===== config.mk =====
export PLATFORM = sky130hd
export DESIGN_NAME = radix5_out_serializer
export DESIGN_NICKNAME = d
export VERILOG_FILES = /design/src/rtl/radix5_out_serializer_pkg.sv /design/src/rtl/radix5_frame_bank.sv /design/src/rtl/radix5_out_serializer.sv
export SDC_FILE = /design/constraint.sdc
export NUM_CORES = 1
export LEC_CHECK = 0
export ABC_AREA = 0
export ABC_CLOCK_PERIOD_IN_PS = 16700
export BUFFER_PORTS_ARGS = -buffer_cell sky130_fd_sc_hd__buf_2
export CAP_MARGIN = 40
export CORE_MARGIN = 3
export CORE_UTILIZATION = 45
export DETAILED_ROUTE_END_ITERATION = 16
export GPL_TIMING_DRIVEN = 0
export PLACE_DENSITY = 0.72
export SYNTH_ARGS = -nofsm -noshare
export SYNTH_HDL_FRONTEND = slang
export SYNTH_SLANG_ARGS = --single-unit

===== constraint.sdc =====
create_clock -name clk -period 16.7 [get_ports clk]
set_clock_uncertainty 0.05 [all_clocks]
set_input_delay 0.835 -clock clk [delete_from_list [all_inputs] [get_ports clk]]
set_output_delay 0.835 -clock clk [all_outputs]
set_load 0.01 [all_outputs]

===== src/rtl/radix5_out_serializer_pkg.sv =====
// Shared definitions for the radix-5 butterfly output path: bin count, index width
// and the complex-word type used between stages.
package radix5_out_serializer_pkg;

    localparam int RADIX      = 5;
    localparam int IDX_W      = 3;
    localparam int DW_DEFAULT = 32;

    typedef struct packed {
        logic [DW_DEFAULT-1:0] re;
        logic [DW_DEFAULT-1:0] img;
    } cplx_t;

    // Bin index advance with wrap after the last bin of a frame.
    function automatic logic [IDX_W-1:0] next_idx(input logic [IDX_W-1:0] i);
        return (i == IDX_W'(RADIX - 1)) ? '0 : i + 1'b1;
    endfunction

endpackage


===== src/rtl/radix5_frame_bank.sv =====
// One frame of RADIX complex words: parallel write of the whole frame, indexed read.
module radix5_frame_bank
    import radix5_out_serializer_pkg::*;
#(
    parameter int DW = DW_DEFAULT
) (
    input  logic             clk,
    input  logic             rst,
    input  logic             wr_en,
    input  logic [DW-1:0]    wr_re  [RADIX],
    input  logic [DW-1:0]    wr_img [RADIX],
    input  logic [IDX_W-1:0] rd_idx,
    output logic [DW-1:0]    rd_re,
    output logic [DW-1:0]    rd_img
);

    logic [DW-1:0] re_q  [RADIX];
    logic [DW-1:0] img_q [RADIX];

    always_ff @(posedge clk) begin
        if (rst) begin
            for (int k = 0; k < RADIX; k++) begin
                re_q[k]  <= '0;
                img_q[k] <= '0;
            end
        end else if (wr_en) begin
            for (int k = 0; k < RADIX; k++) begin
                re_q[k]  <= wr_re[k];
                img_q[k] <= wr_img[k];
            end
        end
    end

    always_comb begin
        rd_re  = '0;
        rd_img = '0;
        for (int k = 0; k < RADIX; k++) begin
            if (rd_idx == IDX_W'(k)) begin
                rd_re  = re_q[k];
                rd_img = img_q[k];
            end
        end
    end

endmodule


===== src/rtl/radix5_out_serializer.sv =====
// Captures one parallel radix-5 frame per accepted cycle into a ping-pong store and
// streams it out one complex sample per cycle, bins 0..4, over valid/ready.
module radix5_out_serializer
    import radix5_out_serializer_pkg::*;
#(
    parameter int DW   = DW_DEFAULT,
    parameter int NBUF = 2
) (
    input  logic             clk,
    input  logic             rst,
    input  logic             in_valid,
    output logic             in_ready,
    input  logic [DW-1:0]    a_re,
    input  logic [DW-1:0]    a_img,
    input  logic [DW-1:0]    b_re,
    input  logic [DW-1:0]    b_img,
    input  logic [DW-1:0]    c_re,
    input  logic [DW-1:0]    c_img,
    input  logic [DW-1:0]    d_re,
    input  logic [DW-1:0]    d_img,
    input  logic [DW-1:0]    e_re,
    input  logic [DW-1:0]    e_img,
    output logic             out_valid,
    input  logic             out_ready,
    output logic [DW-1:0]    out_re,
    output logic [DW-1:0]    out_img,
    output logic [IDX_W-1:0] out_idx,
    output logic             out_last
);

    localparam logic [1:0] FULL_CNT = 2'(NBUF);

    logic [1:0]       count;
    logic             wr_bank;
    logic             rd_bank;
    logic [IDX_W-1:0] idx;

    logic [DW-1:0] frm_re  [RADIX];
    logic [DW-1:0] frm_img [RADIX];
    logic [DW-1:0] bank_re  [2];
    logic [DW-1:0] bank_img [2];

    logic wr_fire;
    logic rd_fire;
    logic release_bank;

    assign frm_re[0]  = a_re;  assign frm_img[0] = a_img;
    assign frm_re[1]  = b_re;  assign frm_img[1] = b_img;
    assign frm_re[2]  = c_re;  assign frm_img[2] = c_img;
    assign frm_re[3]  = d_re;  assign frm_img[3] = d_img;
    assign frm_re[4]  = e_re;  assign frm_img[4] = e_img;

    // Both handshake qualifiers come from registered count only.
    assign in_ready     = (count != FULL_CNT);
    assign out_valid    = (count != 2'd0);
    assign wr_fire      = in_valid && in_ready;
    assign rd_fire      = out_valid && out_ready;
    assign release_bank = rd_fire && (idx == IDX_W'(RADIX - 1));

    for (genvar g = 0; g < 2; g++) begin : g_bank
        radix5_frame_bank #(.DW(DW)) u_bank (
            .clk    (clk),
            .rst    (rst),
            .wr_en  (wr_fire && (wr_bank == 1'(g))),
            .wr_re  (frm_re),
            .wr_img (frm_img),
            .rd_idx (idx),
            .rd_re  (bank_re[g]),
            .rd_img (bank_img[g])
        );
    end

    assign out_re   = rd_bank ? bank_re[1]  : bank_re[0];
    assign out_img  = rd_bank ? bank_img[1] : bank_img[0];
    assign out_idx  = idx;
    assign out_last = out_valid && (idx == IDX_W'(RADIX - 1));

    always_ff @(posedge clk) begin
        if (rst) begin
            count   <= '0;
            wr_bank <= 1'b0;
            rd_bank <= 1'b0;
            idx     <= '0;
        end else begin
            if (wr_fire)
                wr_bank <= ~wr_bank;
            if (rd_fire)
                idx <= next_idx(idx);
            if (release_bank)
                rd_bank <= ~rd_bank;
            // A write and a release in the same cycle leave count unchanged.
            case ({wr_fire, release_bank})
                2'b10:   count <= count + 2'd1;
                2'b01:   count <= count - 2'd1;
                default: count <= count;
            endcase
        end
    end

endmodule


# Word level (Yosys, flattened, before mapping)
# Memory sizes are Yosys's and may differ from the RTL's.
# Cells that the tools add are included.
[op_classes]
addsub = 3
n_eq_ne = 7
muxes = 52
n_bitwise = 22
n_reduce_logical = 9
[op_table]
columns = ["cell", "count"]
rows = [
  ["32-bit 2-to-1 mux", 42],
  ["1-bit OR", 20],
  ["1-bit 2-to-1 mux", 8],
  ["3-bit by 2-bit == test with 1-bit output (second input constant)", 2],
  ["1-bit logical AND", 6],
  ["2-bit one-hot mux with 2 select lines", 1],
  ["2-bit nonzero test", 2],
  ["3-bit by 1-bit adder with 3-bit output (second input constant)", 1],
  ["3-bit by 1-bit == test with 1-bit output (second input constant)", 1],
  ["3-bit == test (second input constant)", 1],
  ["3-bit zero test", 1],
  ["3-bit 2-to-1 mux", 1],
  ["2-bit by 1-bit adder with 2-bit output (second input constant)", 1],
  ["2-bit by 1-bit == test with 1-bit output (second input constant)", 1],
  ["2-bit == test (second input constant)", 1],
  ["2-bit != test (second input constant)", 1],
  ["1-bit NOT", 2],
  ["2-bit by 1-bit subtractor with 2-bit output (second input constant)", 1],
]
[totals]
ff_bits = 7
ram_bits = 640
input_bits = 324
output_inout_bits = 70
elab_cells = 101
memories = 4
[mem_list]
columns = ["name", "depth", "word_bits", "rd", "rd_ports_with_merged_regs", "wr", "line_no", "source"]
rows = [
  ["g_bank[0].u_bank.img_q", 5, 32, 5, 0, 5, "radix5_frame_bank.sv:18", "logic [DW-1:0] img_q [RADIX];"],
  ["g_bank[0].u_bank.re_q", 5, 32, 5, 0, 5, "radix5_frame_bank.sv:17", "logic [DW-1:0] re_q [RADIX];"],
  ["g_bank[1].u_bank.img_q", 5, 32, 5, 0, 5, "radix5_frame_bank.sv:18", ""],
  ["g_bank[1].u_bank.re_q", 5, 32, 5, 0, 5, "radix5_frame_bank.sv:17", ""],
]

# Longest topological paths before layout
[logic_depth]
ltp_word = 7
mapped_depth = 10
mapped_depth_nobuf = 8

# Cells and area by module
# A second synthesis with hierarchy kept.
[unflattened]
hier_cells = 2208
area_unflattened_um2 = 29579.6
[by_module_without_submodules]
columns = ["mod", "instances", "cells_each", "area_per_inst_um2", "seq_area_each_um2"]
rows = [
  ["radix5_frame_bank", 2, 1049, 14234.9, 9609.2],
  ["radix5_out_serializer", 1, 110, 1109.8, 140.1],
]

# Worst setup path after synthesis
# OpenSTA, ideal clock, no wires.
[synth_timing]
path_kind = "input port to flip-flop"
startpoint = "input port in_valid"
endpoint = "memory g_bank[1].u_bank.img_q[0][0] in the netlist's numbering (enable)"
setup_time_ps = 1069
arrival_time_ps = 15548
required_time_ps = 15581
path_slack_ps = 33
path_stages = 2
n_path_buf = 0
path_cell_list = "nand2_1 -> o21bai_1"
[synth_rtl]
columns = ["element", "line_no", "source"]
rows = [
  ["from (decl)", "radix5_out_serializer.sv:11", "input logic in_valid,"],
  ["to (decl)", "radix5_frame_bank.sv:18", ""],
]

# Final worst setup path
[layout_timing]
startpoint = "register idx[0], in the netlist out_idx[0]"
endpoint = "output port out_img[30]"
[layout_between]
elab_chain_cells = 7
word_cells_on_any_way = 16
classes_between = "4 x eq/ne; 11 x mux; 1 x reduce/logical"
[layout_lines]
columns = ["element", "line_no", "source"]
rows = [
  ["from (decl)", "radix5_out_serializer.sv:36", "logic [IDX_W-1:0] idx;"],
  ["from (signal assigned)", "radix5_out_serializer.sv:88", "idx <= next_idx(idx);"],
  ["3-bit zero test", "radix5_frame_bank.sv:38", "if (rd_idx == IDX_W'(k)) begin"],
  ["32-bit 2-to-1 mux (5 in series)", "radix5_frame_bank.sv:38", ""],
  ["32-bit 2-to-1 mux (*)", "radix5_out_serializer.sv:74", "assign out_img = rd_bank ? bank_img[1] : bank_img[0];"],
  ["to (decl)", "radix5_out_serializer.sv:26", "output logic [DW-1:0] out_img,"],
]
# Mark *: on every way between the ends. The rest lies on a longest branch, timed or not.

==> flow_metrics.env <==
export IMPL_outcome="complete, no violations"
export IMPL_h_tree_depth=3
export IMPL_required_ps=15820
export IMPL_hold_buffers=0
export IMPL_crit_fanout=10
export IMPL_drive_gt1_share_pct=26.4
export IMPL_layout_min_cycle_time_ps=4460
export IMPL_max_freq_mhz=224
export IMPL_start_util_pct=45.7
export IMPL_place_gp_congestion=0.867
export IMPL_die_w_um=268
export IMPL_dieArea_sq_um=71800
export IMPL_ys_types=35
export IMPL_drc=0
export IMPL_synth_ff_latch_count=647
export IMPL_grt_usage_pct=25.8
export IMPL_antenna_found_initial=44
export IMPL_final_max_slew_viol_count=0
export IMPL_powerDensity_nw_per_um2=110
export IMPL_post_drt_wl_per_cell_um=24.8
export IMPL_finalSetupViolations=0
export IMPL_cts_sinks=647
export IMPL_cts_setup_buffers=0
export IMPL_synth_warning_count=0
export IMPL_viasPerCell=5.57
export IMPL_crit_path_max_incr_delay_ps=490
export IMPL_synth_nets=2679
export IMPL_dr_first_iter_drc_count=2116
export IMPL_cts_buffers_inserted=72
export IMPL_synth_cells=2349
export IMPL_p_clk_share_pct=40.4
export IMPL_nNetsFinal=3168
export IMPL_path_clk_slew_ps=60
export IMPL_synth_area_sq_um=30900
export IMPL_first_pass_iters=6
export IMPL_finalHoldViolations=0
export IMPL_grt_pass1_vias=21700
export IMPL_crit_path_end_kind="output port"
export IMPL_grt_pass1_wl_um=136000
export IMPL_cp_cell_sequence="inv_1 > ha_1 > nand2_2 > buf_2 > clkbuf_1 > mux4_2 > a211o_1 > buf_2"
export IMPL_synth_seq_area_share_pct=62.7
export IMPL_crit_type="reg -> out"
export IMPL_p_comb_share_pct=11.0
export IMPL_gr_total_overflow=0
export IMPL_clk_latency_ps=610
export IMPL_pwr_share_seq_pct=48.6
export IMPL_synth_top_area_share_pct=62.2
export IMPL_peakVddDrop_v=0.0000868
export IMPL_worst_slew_pin_slew_ps=867
export IMPL_relSlewSlack_pct=42.2
export IMPL_hold_worst_slack_ps=445
export IMPL_worstPathArrival_ps=3570
export IMPL_die_y_um=268
export IMPL_intPower_uw=3070
export IMPL_dp_hpwl_um=67500
export IMPL_p_leak_uw=0.0150
export IMPL_cts_buffer_depth=3
export IMPL_power_net_switching_uw=976
export IMPL_ys_top_cells_by_area="edfxtp_1 62%, and2_1 14%, mux4_2 4.7%"
export IMPL_clockRootBuffer="clkbuf_16"
export IMPL_antenna_left=0
export IMPL_postRouteWirelength_um=94000
export IMPL_p_sw_share_pct=24.1
export IMPL_yosys_area_top_type="edfxtp_1"
export IMPL_port_buffers=393
export IMPL_start_kind="register"
export IMPL_num_vias=21100
export IMPL_crit_path_top_delay_cell="clkbuf_1"
export IMPL_cts_tree="done"
export IMPL_postSynthAreaPerCell_sq_um=13.2
export IMPL_drv_cap=0
export IMPL_hold_path_class="in -> reg"
export IMPL_ios=394
export IMPL_fin_crit_sh_pct=26.7
export IMPL_cts_resized_gates=0
export IMPL_fin_total_pwr_uw=4040
export IMPL_rsz0062_at_grt="false"
export IMPL_cp_common_cell="buf_2"
export IMPL_grt_max_degree=56
export IMPL_fp_coreArea_sq_um=67600
export IMPL_area_delta_synth_final_pct=19.5
export IMPL_rows=95
## layout make-up
class	count	area, sq um
antenna	26	65.1
buffer	185	1010
clock buffer	85	1870
clock inverter	43	528
fill	5529	30700
inverter	132	495
multi-input combinational	1385	10000
sequential	647	19400
tap	873	1090
timing repair buffer	415	2460
## state kept, by name (all words and copies together) (netlist names)
name,count
g_bank.u_bank.re_q,320
g_bank.u_bank.img_q,320
out_idx,3
wr_bank,1
count,2
rd_bank,1
## power groups by stage
stage          clock network, uW  registers, uW  logic [uW]
2_1_floorplan                  0           2040         228
5_1_grt                     1710           1970         477
6_report                    1630           1960         444
4_1_cts                     1650           1960         443
3_5_place_dp                   0           2000         440
3_3_place_gp                   0           2080         410
## layer usage
| metal | vias up | GRT usage (%) | wire length [um] |
|---|---|---|---|
| met5 | - | 0 | 170 |
| met4 | 24 | 11.5 | 3880 |
| met3 | 218 | 5.86 | 8570 |
| met2 | 997 | 41.8 | 45100 |
| met1 | 10500 | 33.4 | 36400 |
| li1 | 9362 | - | - |
## cell usage in the layout (no fill, tap or decap), drive strengths merged
master / count
and2: 770
edfxtp: 640
buf: 507
a21oi: 198
clkbuf: 178
inv: 136
nand2: 69
o21ai: 67
nand3b: 64
mux4: 64
a211o: 64
a221oi: 64
clkinv: 27
diode: 26
bufinv: 11
dfxtp: 7
ha: 6
or3: 5
nor2: 2
nand2b: 2
or2: 1
o21bai: 1
nand3: 1
and4bb: 1
and4b: 1
a21o: 1
xor2: 1
nand4: 1
xnor2: 1
or3b: 1
clkinvlp: 1
## path summary, 6_finish.rpt
path / startpoint / endpoint / slack [ps] / cells past startpoint
hold / removal: e_img[25] / g_bank[1].u_bank.img_q[0][153] / 440 / 2
hold reg to reg: count[1] / count[1] / 470 / 2
setup / recovery: out_idx[0] / out_img[30] / 12240 / 8
setup reg to reg: out_idx[0] / count[1] / 13580 / 9
## logic make-up after synthesis
group | Yosys count | share of synthesized area (%)
buffers and inverters | 317 | 4.87
AND/OR/NAND/NOR | 918 | 18.3
flip-flops | 647 | 62.7
multiplexers | 64 | 4.67
AO/OA/AOI/OAI | 395 | 9.19
adder cells (fa/ha/maj) | 6 | 0.243
XOR/XNOR | 2 | 0.0567
## critical path: cells and delay by family (launching register included)
kind / cells / cell delay [ps]
compound gates: 1 / 310
fa+ha+maj: 1 / 290
buf+inv: 4 / 1140
flops: 1 / 460
mux: 1 / 440
simple gates: 1 / 290
## Yosys cell counts
library cell and count:
buf_6 24, or2_2 1, nand3b_1 64, o21ai_0 66, a21o_1 1, buf_1 5
nand3_1 1, dfxtp_1 7, clkbuf_2 30, buf_2 56, and4bb_2 1, a211o_1 64
o21bai_1 1, or3b_1 1, a221oi_2 60, xnor2_1 1, and2_0 61, and4b_1 1
inv_1 132, buf_4 7, mux4_2 64, or3_1 5, a21oi_1 198, clkbuf_1 63
nand2_2 1, o21ai_1 1, a221oi_1 4, nand4_1 1, ha_1 6, edfxtp_1 640
nand2_1 68, and2_1 709, nand2b_1 2, xor2_1 1, nor2_1 2
## stage by stage
step	cell area (sq um)	setup slack [ps]	util, %	instances	setup TNS, ps
after detailed placement	34500	12900	51.0	3637	0
after CTS	36900	12230	54.5	3765	0
after global placement	34000	-8180	50.2	3615	-2605110
after global routing	36900	12100	54.6	3782	0
after floorplan	30900	33.0	-	2349	0
final	36900	12240	54.6	3791	0
No activity file was read; power rests on OpenSTA's default activity.
